`config.mk`:
```
export PLATFORM = sky130hd
export DESIGN_NAME = led_matrix_scan_controller
export DESIGN_NICKNAME = d
export VERILOG_FILES = /design/src/rtl/led_matrix_scan_controller.sv
export SDC_FILE = /design/constraint.sdc
export NUM_CORES = 1
export LEC_CHECK = 0
export BUFFER_PORTS_ARGS = -buffer_cell sky130_fd_sc_hd__buf_2
export CELL_PAD_IN_SITES_DETAIL_PLACEMENT = 1
export CELL_PAD_IN_SITES_GLOBAL_PLACEMENT = 2
export CORE_ASPECT_RATIO = 0.75
export CORE_UTILIZATION = 45
export CTS_CLUSTER_DIAMETER = 120
export CTS_CLUSTER_SIZE = 12
export DETAILED_ROUTE_END_ITERATION = 8
export PLACE_DENSITY = 0.89
export SLEW_MARGIN = 10
export SYNTH_ARGS = -nofsm -noshare
export SYNTH_HDL_FRONTEND = slang
export SYNTH_SLANG_ARGS = --single-unit
```
`constraint.sdc`:
```
create_clock -name clk -period 4 [get_ports clk]
set_clock_uncertainty 0.2 [all_clocks]
set_input_delay 0.2 -clock clk [delete_from_list [all_inputs] [get_ports clk]]
set_output_delay 0.2 -clock clk [all_outputs]
set_load 0.02 [all_outputs]
```
`src/rtl/led_matrix_scan_controller.sv`:
```
// Double-buffered 8x8 LED matrix scan controller with blanked row multiplexing.
// Define LED_MATRIX_PWM_EN to add 16-slot per-row brightness control.
module led_matrix_scan_controller #(
    parameter int CLKS_PER_ROW   = 1024,
    parameter int BLANK_CLKS     = 16,
    parameter int ROW_ACTIVE_LOW = 1,
    parameter int COL_ACTIVE_LOW = 0
) (
    input  logic        clk,
    input  logic        rst,
    input  logic        writeEnable,
    input  logic        readEnable,
    input  logic [1:0]  address,
    input  logic [31:0] dataIn,
    output logic [31:0] dataOut,
    output logic        success,
    output logic [7:0]  ledMatrixRow,
    output logic [7:0]  ledMatrixColumn,
    output logic        frameDone
);

    localparam int CNT_MAX = (CLKS_PER_ROW > BLANK_CLKS) ? CLKS_PER_ROW : BLANK_CLKS;
    localparam int CW      = (CNT_MAX > 1) ? $clog2(CNT_MAX) : 1;

    localparam logic [CW-1:0] DRIVE_LAST = CW'(CLKS_PER_ROW - 1);
    localparam logic [CW-1:0] BLANK_LAST = CW'(BLANK_CLKS - 1);

    localparam logic [7:0] ROW_OFF = (ROW_ACTIVE_LOW != 0) ? 8'hFF : 8'h00;
    localparam logic [7:0] COL_OFF = (COL_ACTIVE_LOW != 0) ? 8'hFF : 8'h00;

    typedef enum logic {
        S_BLANK,
        S_DRIVE
    } state_t;

    state_t          state;
    state_t          state_n;
    logic [CW-1:0]   cnt;
    logic [CW-1:0]   cnt_n;
    logic [2:0]      row;
    logic [2:0]      row_n;
    logic            frame_end;
    logic            drive;

    logic [7:0]      fb [2][8];
    logic            front_sel;
    logic            back_sel;
    logic            swap_pending;
    logic            ctrl_wr;
    logic            col_on;
    logic [3:0]      bright_rd;
    logic [31:0]     ctrl_rd;
    logic [31:0]     status;
    logic [31:0]     rd_data;

    assign drive    = (state == S_DRIVE);
    assign back_sel = ~front_sel;
    assign ctrl_wr  = writeEnable && (address == 2'd2);

    // Scan sequencer
    always_ff @(posedge clk or negedge rst) begin
        if (!rst) begin
            state <= S_BLANK;
            cnt   <= '0;
            row   <= 3'd0;
        end else begin
            state <= state_n;
            cnt   <= cnt_n;
            row   <= row_n;
        end
    end

    always_comb begin
        state_n   = state;
        cnt_n     = cnt + 1'b1;
        row_n     = row;
        frame_end = 1'b0;
        unique case (state)
            S_BLANK: begin
                if (cnt == BLANK_LAST) begin
                    state_n = S_DRIVE;
                    cnt_n   = '0;
                end
            end
            S_DRIVE: begin
                if (cnt == DRIVE_LAST) begin
                    state_n   = S_BLANK;
                    cnt_n     = '0;
                    row_n     = row + 3'd1;
                    frame_end = (row == 3'd7);
                end
            end
        endcase
    end

    // A request landing on the frame edge survives: set beats clear.
    always_ff @(posedge clk or negedge rst) begin
        if (!rst) begin
            front_sel    <= 1'b0;
            swap_pending <= 1'b0;
        end else begin
            if (frame_end && swap_pending) begin
                front_sel <= ~front_sel;
            end
            if (ctrl_wr && dataIn[0]) begin
                swap_pending <= 1'b1;
            end else if (frame_end) begin
                swap_pending <= 1'b0;
            end
        end
    end

    always_ff @(posedge clk or negedge rst) begin
        if (!rst) begin
            for (int i = 0; i < 2; i++) begin
                for (int j = 0; j < 8; j++) begin
                    fb[i][j] <= 8'd0;
                end
            end
        end else if (writeEnable && !address[1]) begin
            for (int k = 0; k < 4; k++) begin
                fb[back_sel][{address[0], k[1:0]}] <= dataIn[8*k +: 8];
            end
        end
    end

`ifdef LED_MATRIX_PWM_EN
    localparam int SLOT_CLKS = CLKS_PER_ROW / 16;

    logic [3:0] bright;

    always_ff @(posedge clk or negedge rst) begin
        if (!rst) begin
            bright <= 4'hF;
        end else if (ctrl_wr) begin
            bright <= dataIn[11:8];
        end
    end

    // Lit while the drive count is inside the first B slots
    assign col_on    = (32'(bright) * 32'(SLOT_CLKS)) > 32'(cnt);
    assign bright_rd = bright;
    assign ctrl_rd   = {20'd0, bright, 8'd0};
`else
    assign col_on    = 1'b1;
    assign bright_rd = 4'd0;
    assign ctrl_rd   = 32'd0;
`endif

    assign status = {20'd0, bright_rd, drive, row, 2'b00, front_sel, swap_pending};

    always_comb begin
        rd_data = 32'd0;
        unique case (address)
            2'd0: rd_data = {fb[back_sel][3], fb[back_sel][2],
                             fb[back_sel][1], fb[back_sel][0]};
            2'd1: rd_data = {fb[back_sel][7], fb[back_sel][6],
                             fb[back_sel][5], fb[back_sel][4]};
            2'd2: rd_data = ctrl_rd;
            2'd3: rd_data = status;
        endcase
    end

    // A colliding read is dropped; the write still gets its single ack.
    always_ff @(posedge clk or negedge rst) begin
        if (!rst) begin
            dataOut <= 32'd0;
            success <= 1'b0;
        end else begin
            success <= writeEnable || readEnable;
            if (readEnable && !writeEnable) begin
                dataOut <= rd_data;
            end
        end
    end

    assign ledMatrixRow    = (drive ? (8'd1 << row) : 8'd0) ^ ROW_OFF;
    assign ledMatrixColumn = ((drive && col_on) ? fb[front_sel][row] : 8'd0) ^ COL_OFF;
    assign frameDone       = frame_end;

endmodule
```
==> results.json <==
{
  "outcome": "complete, no violations",
  "ys_seq_area_share_pct": 50.8,
  "start_kind": "flop",
  "cp_slowest_cell": "dfrtp_4",
  "cts_buffers": 17,
  "area_delta_synth_final_pct": 18.7,
  "period_share_pct": 78.4,
  "synthCells": 636,
  "postSynthRegisterBits": 177,
  "drv_slew": 0,
  "drt.antenna.violating_nets": 0,
  "clockBufferDepth": 2,
  "grt_pass1_vias": 6439,
  "finalSetupViolCount": 0,
  "synthTopCellsByArea": "dfrtp_1, mux2_2, mux4_2, mux2i_1, a22oi_1",
  "row_count": 43,
  "synthFlopType": "dfrtp_1",
  "worst_slew_pin_slew_ps": 1170,
  "hp-class": "input port to flop",
  "hold_viol": 0,
  "endpoint_kind": "primary output",
  "cts_resized": 0,
  "ioPinCount": 88,
  "path_class": "flop to primary output",
  "die_h_um": 123,
  "synth_largest_area_cell": "dfrtp_1",
  "timing.max_cap.violations": 0,
  "initial_utilization_pct": 46.6,
  "antenna_cells": 0,
  "htreeDepth": 4,
  "max_freq_mhz": 319,
  "via_count": 6037,
  "routedWlPerCell_um": 24.6,
  "grt_pass1_wl_um": 38800,
  "power_density_mw_per_mm2": 433,
  "max_slew_margin_pct": 22.1,
  "io_buffers": 87,
  "drive_above_1_share_pct": 40.2,
  "leakagePower_nw": 4.57,
  "viasPerCell": 6.01,
  "fillers": 1881,
  "tritoncts": "yes",
  "grt_usage_pct": 26.4,
  "place_inst": 939,
  "finalSetupTns_ps": 0,
  "grt_overflow": 0,
  "arrival_ps": 2740,
  "syn-num-nets": 681,
  "wirelength_um": 24700,
  "yosysWarningCount": 0,
  "drc_errors": 0,
  "cts.clk_slew.worst_paths_ps": 60,
  "worst_ep_required_time_ps": 3600,
  "nets": 792,
  "antenna_found_initial": 0,
  "floorplan.core_area_mm2": 0.0187,
  "synthArstFlopShare_pct": 100,
  "crit_family": "flip-flops",
  "clk_latency_ps": 440,
  "syn_avg_cell_area_um2": 13.7,
  "min_period_ps": 3140,
  "dp_hpwl_um": 15600,
  "die_w_um": 163,
  "first_iter_violations": 346,
  "finalNonFillerCells": 1005,
  "grt_max_degree": 91,
  "crit_fanout": 50,
  "gp_congestion": 0.797,
  "irDropWorstVdd_v": 0.000235,
  "cp_cell_sequence": "buf_12 -> mux4_2 -> nor2_1 -> o21ai_0 -> buf_2",
  "cts_root_buf": "clkbuf_16",
  "die-area_mm2": 0.0199,
  "cp_num_buf_inv": 2,
  "synth.cell_area_mm2": 0.00872,
  "max_stage_delay_ps": 880,
  "rsz0062_at_grt": "false",
  "synth_edf_count": 0,
  "yosysUniqueCellTypes": 42,
  "drtPass1Iterations": 4,
  "synth_top_area_share_pct": 50.8,
  "clock_sinks": 177
}
tightest hold or removal path, stage by stage:
cell and delay (ps):
buf_2 220, nand4b_1 160, o21ai_0 80
final timing paths:
kind,cells after the start,from,endpoint,slack [ps]
max,5,front_sel$_DFFE_PN0P_,ledMatrixColumn[1],860
min,3,address[1],swap_pending$_DFFE_PN0P_,80
max reg2reg,5,front_sel$_DFFE_PN0P_,fb[108]$_DFFE_PN0P_,1430
min reg2reg,2,dataOut[1]$_DFFE_PN0P_,dataOut[1]$_DFFE_PN0P_,280
max in group asynchronous,3,rst,fb[17]$_DFFE_PN0P_,2430
min in group asynchronous,2,rst,cnt[7]$_DFF_PN0_,200
cells by family after synthesis:
family | count (synthesis) | synth area share, %
XOR/XNOR | 10 | 1.00
flip-flops | 177 | 50.8
AO/OA/AOI/OAI | 81 | 6.86
adder cells (fa/ha/maj) | 7 | 1.00
multiplexers | 222 | 32.2
buffers and inverters | 51 | 3.21
AND/OR/NAND/NOR | 88 | 4.96
sequential cells by signal, summed over array words and instances (netlist names):
signal	flops
success	1
row	3
fb	128
dataOut	32
drive	1
cnt	10
swap_pending	1
front_sel	1
cells in the final DEF, fill, tap and decap left out, drive strengths merged, types with 4 or more instances in the layout:
master	count
a22o	26
and3	4
nand2	31
ha	7
nand3	17
xor2	7
bufinv	4
nor2b	4
nor2	17
inv	5
mux4	33
mux2i	56
buf	102
clkinv	5
clkbuf	21
a22oi	31
dlygate4sd3	36
mux2	133
o21ai	16
dfrtp	177
timing repair:
| item | 4_1_cts | 5_1_grt |
|---|---|---|
| hold endpoints to repair | 217 | 0 |
| hold buffers | 36 | 0 |
| setup buffers | 0 | 0 |
area by class of cell:
type | count | area, µm² | area share [%]
flip-flops and latches | 177 | 4430 | 42.8
clock inverters | 9 | 156 | 1.51
well taps | 247 | 309 | 2.99
multi-input cells | 408 | 4030 | 38.9
clock buffers | 21 | 470 | 4.54
repair buffers | 138 | 940 | 9.08
inverters | 5 | 18.8 | 0.181
power by group:
group          switching [W]  total [W]  leakage, nW  internal, W
Clock               0.000708    0.00180        0.309      0.00109
Combinational       0.000285   0.000584         1.98     0.000299
Sequential          0.000139    0.00210         2.28      0.00197
Total                0.00113    0.00449         4.57      0.00335
routing by layer:
metal  part of all wire [%]  global-route usage, %  routed length (µm)  up-vias
li1                       -                      -                   -     2606
met1                     46                   36.6               11400     3245
met2                     48                   42.5               11800      159
met3                    4.5                   4.77                1100       27
met4                    1.6                   8.06                 387        0
met5                      0                      0                   0        -
cell usage after synthesis (2+ instances only):
library cell / number
mux2_1: 5
mux2i_1: 56
inv_1: 5
a22o_1: 26
nand3_1: 16
nor4_1: 2
mux4_2: 33
nand4_1: 3
mux2_2: 127
nor2b_1: 3
o21ai_0: 16
ha_1: 7
and3_2: 2
xnor2_1: 3
o211ai_1: 2
a22oi_1: 31
nand2_1: 31
a21oi_1: 2
dfrtp_1: 177
clkbuf_1: 13
buf_4: 17
and3_1: 2
nor3_1: 3
xor2_1: 7
nor2_1: 17
buf_2: 14
stage by stage:
| stage | instance area, µm² | total power [W] | utilization [%] | hold slack, ps | worst slack (ps) |
|---|---|---|---|---|---|
| 3_5_place_dp | 9370 | 0.00268 | 50.0 | 144 | 1330 |
| 5_1_grt | 10400 | 0.00464 | 55.3 | 99.1 | 741 |
| 6_report | 10400 | 0.00449 | 55.3 | 79.6 | 864 |
| 2_1_floorplan | 8720 | 0.00244 | - | -296 | 1780 |
| 3_3_place_gp | 9370 | 0.00264 | 50.0 | 113 | 1340 |
| 4_1_cts | 10400 | 0.00451 | 55.3 | 69.6 | 857 |
Power figures use the tool's default switching activity.
